`config.mk`:
```
export PLATFORM = sky130hd
export DESIGN_NAME = hazard_stall_controller
export DESIGN_NICKNAME = d
export VERILOG_FILES = /design/src/rtl/hazard_stall_controller_pkg.sv /design/src/rtl/hazard_stall_controller_sat_counter.sv /design/src/rtl/hazard_stall_controller.sv
export SDC_FILE = /design/constraint.sdc
export NUM_CORES = 1
export LEC_CHECK = 0
export CAP_MARGIN = 20
export CORE_UTILIZATION = 29
export CTS_CLUSTER_SIZE = 24
export DETAILED_ROUTE_END_ITERATION = 16
export DONT_BUFFER_PORTS = 1
export GPL_ROUTABILITY_DRIVEN = 0
export PLACE_DENSITY = 0.51
export SLEW_MARGIN = 25
export SYNTH_ARGS = -nofsm -noshare
export SYNTH_HDL_FRONTEND = slang
export SYNTH_SLANG_ARGS = --single-unit
export TNS_END_PERCENT = 10
```
`constraint.sdc`:
```
create_clock -name clk -period 3.8 [get_ports clk]
set_input_delay 0.76 -clock clk [delete_from_list [all_inputs] [get_ports clk]]
set_output_delay 0.76 -clock clk [all_outputs]
set_load 0.02 [all_outputs]
```
`src/rtl/hazard_stall_controller_pkg.sv`:
```
// Shared pipeline-control definitions: controller state encoding and the
// control word loaded into ID/EXE when a bubble is inserted.
package hazard_stall_controller_pkg;

  typedef enum logic [1:0] {
    ST_RUN      = 2'd0,
    ST_MEM_WAIT = 2'd1,
    ST_HALT     = 2'd2
  } state_t;

  localparam int unsigned CTRL_W = 8;
  localparam logic [CTRL_W-1:0] NOP_CTRL = '0;

endpackage

```
`src/rtl/hazard_stall_controller_sat_counter.sv`:
```
// Saturating up-counter: sticks at all-ones instead of wrapping.
module sat_counter #(
  parameter int W = 16
) (
  input  logic         clk,
  input  logic         rst,
  input  logic         inc,
  output logic [W-1:0] count
);

  logic [W-1:0] r_count;

  always_ff @(posedge clk) begin
    if (rst) begin
      r_count <= '0;
    end else if (inc && (r_count != {W{1'b1}})) begin
      r_count <= r_count + W'(1);
    end
  end

  assign count = r_count;

endmodule

```
`src/rtl/hazard_stall_controller.sv`:
```
// Turns hazard, branch and memory-wait conditions into stage-level freeze,
// bubble and flush controls; watchdogs memory waits and counts stalls/flushes.
module hazard_stall_controller
  import hazard_stall_controller_pkg::*;
#(
  parameter int MAX_WAIT = 64,
  parameter int CNT_W    = 16
) (
  input  logic             clk,
  input  logic             rst,
  input  logic             hazard_stall,
  input  logic             branch_taken,
  input  logic             mem_access,
  input  logic             mem_ready,
  output logic             freeze_front,
  output logic             bubble_exe,
  output logic             flush,
  output logic             freeze_all,
  output logic             mem_timeout,
  output logic [CNT_W-1:0] stall_cycles,
  output logic [CNT_W-1:0] flush_count
);

  localparam int WC_W = $clog2(MAX_WAIT) + 1;

  state_t          r_state;
  state_t          w_state_nxt;
  logic [WC_W-1:0] r_wait_cnt;
  logic [WC_W-1:0] w_wait_cnt_nxt;
  logic            r_timeout;
  logic            w_timeout_nxt;
  logic            w_resolve;
  logic            w_freeze_front;
  logic            w_bubble_exe;
  logic            w_flush;
  logic            w_freeze_all;

  always_ff @(posedge clk) begin
    if (rst) begin
      r_state    <= ST_RUN;
      r_wait_cnt <= '0;
      r_timeout  <= 1'b0;
    end else begin
      r_state    <= w_state_nxt;
      r_wait_cnt <= w_wait_cnt_nxt;
      r_timeout  <= w_timeout_nxt;
    end
  end

  always_comb begin
    w_state_nxt    = r_state;
    w_wait_cnt_nxt = r_wait_cnt;
    w_timeout_nxt  = r_timeout;
    w_resolve      = 1'b0;
    w_freeze_front = 1'b0;
    w_bubble_exe   = 1'b0;
    w_flush        = 1'b0;
    w_freeze_all   = 1'b0;

    case (r_state)
      ST_RUN: begin
        if (mem_access && !mem_ready) begin
          w_freeze_all   = 1'b1;
          w_state_nxt    = ST_MEM_WAIT;
          w_wait_cnt_nxt = WC_W'(1);
        end else begin
          w_resolve = 1'b1;
        end
      end
      ST_MEM_WAIT: begin
        if (!mem_ready) begin
          w_freeze_all   = 1'b1;
          w_wait_cnt_nxt = r_wait_cnt + WC_W'(1);
          if (r_wait_cnt == WC_W'(MAX_WAIT - 1)) begin
            w_state_nxt   = ST_HALT;
            w_timeout_nxt = 1'b1;
          end
        end else begin
          // Branch/hazard held by the frozen pipeline is acted on now.
          w_resolve      = 1'b1;
          w_state_nxt    = ST_RUN;
          w_wait_cnt_nxt = '0;
        end
      end
      ST_HALT: begin
        w_freeze_all = 1'b1;
      end
      default: begin
        w_state_nxt = ST_RUN;
      end
    endcase

    // A taken branch discards the hazarding instruction, so it wins.
    if (w_resolve) begin
      w_flush        = branch_taken;
      w_freeze_front = !branch_taken && hazard_stall;
      w_bubble_exe   = !branch_taken && hazard_stall;
    end

    if (rst) begin
      w_freeze_front = 1'b0;
      w_bubble_exe   = 1'b0;
      w_flush        = 1'b0;
      w_freeze_all   = 1'b0;
    end
  end

  assign freeze_front = w_freeze_front;
  assign bubble_exe   = w_bubble_exe;
  assign flush        = w_flush;
  assign freeze_all   = w_freeze_all;
  assign mem_timeout  = r_timeout;

  sat_counter #(.W(CNT_W)) u_stall_cnt (
    .clk   (clk),
    .rst   (rst),
    .inc   (w_freeze_front || w_freeze_all),
    .count (stall_cycles)
  );

  sat_counter #(.W(CNT_W)) u_flush_cnt (
    .clk   (clk),
    .rst   (rst),
    .inc   (w_flush),
    .count (flush_count)
  );

endmodule
```
* Word level (Yosys, flattened, before mapping) *
Cells that the tools add are included.

word-level totals
  register bits after elaboration = 42
  input bits = 6
  word-level logic and storage cells = 47

operators by class
  add/sub/neg operators = 3
  eq/ne operators = 7
  muxes and demuxes = 18
  bitwise logic cells = 2
  reductions and logical operators = 12

operators by type and width
  operator                 count
  $add A16 B1 Y16 const B  2
  $ne A16 B16 Y1 const B   2
  $mux W7                  2
  $pmux W7 S2              1
  $mux W1                  9
  $add A7 B1 Y7 const B    1
  $eq A7 B6 Y1 const B     1
  $mux W2                  3
  $pmux W2 S3              1
  $reduce_and A3 Y1        2
  $logic_and A1 B1 Y1      4
  $ne A3 B3 Y1 const B     1
  $pmux W1 S3              1
  $eq A2 B1 Y1 const B     1
  $eq A2 B2 Y1 const B     1
  $logic_not A1 Y1         2
  $logic_not A2 Y1         1
  $ne A2 B2 Y1 const B     1
  $not A1 Y1               2
  $pmux W1 S2              1
  $reduce_and A2 Y1        1
  $reduce_bool A2 Y1       1
  $logic_or A1 B1 Y1       1

* Logic depth before layout (Yosys ltp) *
Gate-level depths: netlist (run 1).

  word-level depth = 8
  depth in mapped cells = 7
  gate-level depth less buffers = 6

* Hierarchy *
Synthesis (run 1) repeated with hierarchy kept, for this count alone.

unflattened totals
  cell total of the unflattened synthesis = 261
  area total of the unflattened synthesis = 2235.9 um^2

by module, submodules not included
  module                   instances  cells each  area each (um^2)  sequential area each (um^2)
  sat_counter              2          99          848.3             320.3
  hazard_stall_controller  1          63          539.3             200.2

* Worst setup path after synthesis (run 1) *
OpenSTA, ideal clock, no wires.

  path kind = input to output
  from = in hazard_stall
  to = out freeze_front
  arrival = 2.097 ns
  required time = 3.040 ns
  setup slack = 0.943 ns
  cell stages on the path = 3
  cells stage by stage = nor2b_1 nor4b_1 buf_4

on the way
  cells in the longest elaborated chain, start to end = 3

ends and longest elaborated chain
  element               RTL line                       text
  start: declaration    hazard_stall_controller.sv:11  input logic hazard_stall,
  $logic_and A1 B1 Y1   --
  $mux W1 (2 in a row)  --
  end: declaration      hazard_stall_controller.sv:15  output logic freeze_front,

No other way between the ends.

* Worst setup path after layout (run 1) *
Same ends and word-level chain as after synthesis.

==> results of run 1 <==
-- power by group --
group          leakage, nW  total, mW  switching (mW)  internal (mW)
Clock               0.0524      0.347           0.151          0.197
Combinational        0.350     0.0352          0.0209         0.0143
Sequential           0.339      0.456          0.0115          0.444
-- cells by family (layout without fill, tap and decap cells) --
logic type,Yosys count,in the layout,share of synthesized area (%)
AOI/OAI and AO/OA,36,36,12.69
xor gates and xnor gates,22,22,9.128
adders and majority gates,3,3,1.778
buffers and inverters,20,17,4.089
DFF,42,42,39.83
muxes,7,7,3.320
and+or+nand+nor,113,113,29.17
-- how the worst min path moves through the flow --
stage / slack, ns / from / cells after the start / end
2_1_floorplan: 0.45 / r_wait_cnt[5]$_SDFFE_PP0P_ / 1 / r_wait_cnt[5]$_SDFFE_PP0P_
3_3_place_gp: 0.48 / r_wait_cnt[5]$_SDFFE_PP0P_ / 1 / r_wait_cnt[5]$_SDFFE_PP0P_
3_5_place_dp: 0.48 / r_wait_cnt[5]$_SDFFE_PP0P_ / 1 / r_wait_cnt[5]$_SDFFE_PP0P_
4_1_cts: 0.49 / r_wait_cnt[5]$_SDFFE_PP0P_ / 1 / r_wait_cnt[5]$_SDFFE_PP0P_
5_1_grt: 0.50 / r_wait_cnt[5]$_SDFFE_PP0P_ / 1 / r_wait_cnt[5]$_SDFFE_PP0P_
6_report: 0.49 / r_wait_cnt[5]$_SDFFE_PP0P_ / 1 / r_wait_cnt[5]$_SDFFE_PP0P_
-- Yosys cell counts, types with 2 or more instances --
| cell | n |
|---|---|
| dfxtp_1 | 42 |
| nor2_1 | 36 |
| nand2_1 | 19 |
| xnor2_1 | 18 |
| a21oi_1 | 9 |
| nand3_1 | 9 |
| inv_1 | 8 |
| nand4_1 | 8 |
| mux2i_1 | 7 |
| o21ai_0 | 7 |
| clkbuf_1 | 6 |
| nor3_1 | 5 |
| nor4_1 | 5 |
| and3_1 | 4 |
| xor2_1 | 4 |
| a211oi_1 | 3 |
| a311oi_1 | 3 |
| and2_1 | 3 |
| and4_1 | 3 |
| buf_2 | 3 |
| ha_1 | 3 |
| nand4_2 | 3 |
| nor2b_1 | 3 |
| nor4b_1 | 3 |
| o21a_1 | 3 |
| buf_4 | 2 |
| nand2b_1 | 2 |
| nor4_2 | 2 |
-- state kept, by name, summed over array words and instances (netlist names) --
register,flops
r_wait_cnt,7
mem_timeout,1
r_state,2
u_flush_cnt.count,16
u_stall_cnt.count,16
-- final cells by class --
class	count	area share (%)
Clock buffer	7	3.326
Clock inverter	1	1.309
Inverter	8	1.309
Multi-Input combinational cell	181	51.85
Sequential cell	42	36.64
Tap cell	96	5.234
Timing Repair Buffer	1	0.3272
-- worst reg2reg max path, delay by kind of cell, from the launching register on --
kind	cells	cell delay [ns]
flops	1	0.56
simple gates	4	1.21
mux	1	0.19
-- routing by layer --
layer	vias up	GRT usage (%)
li1	851	-
met1	747	14.86
met2	45	20.60
met3	2	5.782
met4	0	4.471
met5	-	0
==> out/results.tsv, run 1 <==
metric	value	unit
status	complete, no violations	
cp.required	3.04	ns
synth_ff_type	dfxtp_1	
wl_met1	2044	um
drt_iter0_markers	31	
grt_pass1_wl	7576	um
grt_max_degree	37	
finalSetupTns	0	ns
via_count	1645	
max-cap-violations	0	
multi_input_area	1190	sq um
io_buffers	0	
finalPower	838.4	uW
startpoint_type	input pin	
fill_cells	759	
syn-cell-area	2111	sq um
wl_met2	2050	um
routed.top_layer	met4	
syn-num-nets	252	
async_reset_ff_share	0	%
cts_tree	yes	
ir_drop	0.1423	mV
reg2reg_setup_slack	1.74	ns
cp.depth	3	
regToRegStartpoint	u_flush_cnt.count[8]$_SDFFE_PP0P_	
final_cell_mix	42 x dfxtp_1, 36 x nor2_1, 19 x nand2_1, 18 x xnor2_1	
cp-endpoint	freeze_front	
drt-total-wl	4559	um
setup_viol	0	
antenna_found_initial	0	
worst_setup_path_end_kind	output pin	
postLayoutCoreUtil	33.22	%
cpMaxStageDelayCell	nor4b_2	
synth-seq-cells	42	
syn_avg_cell_area	8.686	sq um
via_per_inst	4.896	
worstSetupPathType	input pin to output pin	
fin_ws	1.222	ns
crit_family	simple AND/OR/NAND/NOR gates	
io_pins	43	
critical_path.cell_chain	nor2b_1, nor4b_2, buf_4	
rows	30	
synth.area.top_cells	dfxtp_1 40%, xnor2_1 7.5%, nor2_1 6.4%	
cts_max_level	2	
wl_met3	422	um
whs	0.4940	ns
cts.clk_slew.worst_paths	0.07	ns
yosys.area.top_type	dfxtp_1	
r2r_cells	5	
critical_path.startpoint	hazard_stall	
placed_cell_area	2188	sq um
die_x	87.32	um
core_area	6907	sq um
min_period_over_period	67.84	%
dieArea	7624	sq um
timing.fmax	387.9	MHz
layout_min_cycle_time	2.578	ns
relSlewSlack	50.76	%
syn_inst	243	
dieHeight	87.32	um
stdcell_area	2295	sq um
layout_commonest_cell	dfxtp_1	
drc	0	
grtUsageTotal	12.75	%
synth_top_area_share	39.83	%
r2r_end	u_flush_cnt.count[1]$_SDFFE_PP0P_	
p_leak	0.7415	nW
tightestPinTransition	0.7325	ns
ctsResizeCount	0	
antennaDiodeCount	0	
final_antenna_net_count	0	
rsz0062_at_grt	no	
hold_viol_final	0	
dp.cells	328	
overflow	0	
register_area	840.8	sq um
slew_violations	0	
synth_cell_types	48	
stdcell_count	336	
critical_path.max_stage_delay	0.57	ns
synth-seq-area-share	39.83	%
arrival	1.82	ns
post-place-ws	1.190	ns
pwr_density_cell	365.4	nW/um^2
ys_warn_count	0	
cts_sinks	42	
drtPass1Iterations	4	
grt_pass1_vias	1582	
min_path_type	flop to flop	
insertion_delay	0.29	ns
area_delta_synth_final	8.714	%
wire_per_inst	13.57	um
cts_root_buf	clkbuf_8	
layout.nets	248	
fin_skew	0.005656	ns
numCtsBuffers	5	
cts.path.max_buffers	2	
postCtsSetupRepairBufs	0	
critical_path.max_fanout	2	
synth-edff-count	0	
drive_above_1_share	7.917	%
initial_utilization	30.56	%
dpl.hpwl	3248	um
cp_num_buf_inv	1	
cts_hold_buf	0	
Note: power is estimated with default switching activity, not from simulation.
==> run 2, diff against run 1 <==
==> constraint.sdc (replaced) <==
create_clock -name clk -period 2.6 [get_ports clk]
set_input_delay 0.52 -clock clk [delete_from_list [all_inputs] [get_ports clk]]
set_output_delay 0.52 -clock clk [all_outputs]
set_load 0.02 [all_outputs]
==> run 2 against run 1 <==
Net effect:
- count of clock-buffer cells in the layout is 1 lower
- flip-flop and latch count stayed put
- global-route usage up 0.29 points
- sequential share of layout area fell by 0.10 points
- largest power group unchanged
- critical endpoint is now u_flush_cnt.count[1]$_SDFFE_PP0P_
- total power grew 35%
- via count up 1.5%
- critical path depth rose by 2
- cell area up 0.27%
- worst setup slack got worse by 0.62 ns
- die area stayed put
- cell count grew 0.60%
- core utilization up 0.091 points
==> out/results.tsv, run 2 (same netlist as run 1, synthesis figures left out) <==
metric	value	unit	change
drtPass1Iterations	4		unchanged
drt-total-wl	4509	um	-1.1%
dieArea	7624	sq um	unchanged
finalSetupTns	0	ns	unchanged
grt_max_degree	37		unchanged
cp_num_buf_inv	0		-1
p_leak	0.7539	nW	+1.7%
io_buffers	0		unchanged
status	complete, no violations		
antennaDiodeCount	0		unchanged
worst_setup_path_end_kind	flop		
area_delta_synth_final	9.010	%	
critical_path.cell_chain	nand4_2, nor4_2, nor2b_1, mux2i_1, nor2_1		
fin_ws	0.5985	ns	-0.6237 ns
worstSetupPathType	flop to flop		
core_area	6907	sq um	unchanged
cpMaxStageDelayCell	nor4_2		
via_count	1670		+1.5%
cts_hold_buf	0		unchanged
fin_skew	0.005360	ns	-0.0002965 ns
layout_commonest_cell	dfxtp_1		
setup_viol	0		unchanged
cts_tree	yes		
relSlewSlack	52.40	%	+1.6 points
antenna_found_initial	0		unchanged
grt_pass1_vias	1565		-1.1%
final_antenna_net_count	0		unchanged
drc	0		unchanged
dieHeight	87.32	um	unchanged
postCtsSetupRepairBufs	0		unchanged
layout_min_cycle_time	2.001	ns	
cts_max_level	2		unchanged
cts_sinks	42		unchanged
pwr_density_cell	491.2	nW/um^2	+34%
ctsResizeCount	0		unchanged
hold_viol_final	0		unchanged
cp.depth	5		+2
cts.clk_slew.worst_paths	0.08	ns	about the same
grt_pass1_wl	7707	um	+1.7%
rsz0062_at_grt	no		
wire_per_inst	13.34	um	-1.7%
initial_utilization	30.56	%	unchanged
via_per_inst	4.941		+0.92%
slew_violations	0		unchanged
overflow	0		unchanged
critical_path.max_stage_delay	0.71	ns	+0.14 ns
arrival	2.19	ns	+0.37 ns
ir_drop	0.2820	mV	+98%
layout.nets	252		+1.6%
tightestPinTransition	0.7080	ns	-0.02449 ns
grtUsageTotal	13.04	%	+0.29 points
io_pins	43		unchanged
min_path_type	input pin to flop		
cts.path.max_buffers	2		unchanged
startpoint_type	flop		
max-cap-violations	0		unchanged
critical_path.max_fanout	8		+6
r2r_cells	5		unchanged
drt_iter0_markers	48		+55%
dpl.hpwl	3281	um	+1.0%
insertion_delay	0.29	ns	about the same
min_period_over_period	76.98	%	
crit_family	simple AND/OR/NAND/NOR gates		
cp.required	2.79	ns	-0.25 ns
post-place-ws	0.5641	ns	-0.6255 ns
holdPathStages	1		unchanged
timing.fmax	499.6	MHz	
final_cell_mix	42 x dfxtp_1, 36 x nor2_1, 19 x nand2_1, 18 x xnor2_1		
die_x	87.32	um	unchanged
cts_root_buf	clkbuf_8		
rows	30		unchanged
numCtsBuffers	5		unchanged
drive_above_1_share	9.504	%	+1.6 points
[run 2: worst register-to-register path, delay by kind of cell (launching register included)]
family / cells / cell delay (ns)
DFF: 1 / 0.53
muxes: 1 / 0.19
and+or+nand+nor: 4 / 1.19
[run 2: path summary, 6_finish.rpt]
kind | slack (ns) | endpoint | start
worst max-delay path | 0.60 | u_flush_cnt.count[1]$_SDFFE_PP0P_ | u_flush_cnt.count[9]$_SDFFE_PP0P_
worst min-delay path | 0.30 | r_state[1]$_SDFFE_PP0P_ | rst
worst max register to register | 0.60 | u_flush_cnt.count[1]$_SDFFE_PP0P_ | u_flush_cnt.count[9]$_SDFFE_PP0P_
worst min register to register | 0.49 | r_wait_cnt[5]$_SDFFE_PP0P_ | r_wait_cnt[5]$_SDFFE_PP0P_
[run 2: per-stage QoR]
stage / power, mW / util, % / cells / area [sq um] / hold WS, ns
CTS: 1.154 / 33.32 / 338 / 2301 / 0.2823
finish: 1.130 / 33.32 / 338 / 2301 / 0.2966
floorplan: 0.7293 / - / 243 / 2111 / 0.4493
global route: 1.183 / 33.32 / 338 / 2301 / 0.2802
detailed placement: 0.7349 / 32.12 / 332 / 2218 / 0.4739
global placement: 0.7346 / 32.12 / 332 / 2218 / 0.4749
[run 2: per-layer routing]
| metal | global-route usage [%] | part of all wire, % | up-vias | routed length [um] |
|---|---|---|---|---|
| li1 | - | - | 863 | - |
| met1 | 16.04 | 47 | 757 | 2128 |
| met2 | 20.53 | 44 | 42 | 2004 |
| met3 | 5.024 | 6.7 | 8 | 301 |
| met4 | 4.918 | 1.7 | 0 | 75 |
| met5 | 0 | 0 | - | 0 |
[run 2: report_power, final]
part           internal [mW]  leakage (nW)  switching, mW  total [mW]
Combinational         0.0217         0.372         0.0310      0.0526
Clock                  0.205        0.0431          0.207       0.411
Sequential             0.650         0.339         0.0166       0.666
[run 2: area by class of cell]
class	count	area, sq um
clock buffers	6	82.58
fillers	772	4606
inverters	8	30.03
multi-input cells	181	1190
flip-flops and latches	42	840.8
well taps	96	120.1
repair buffers	5	37.54
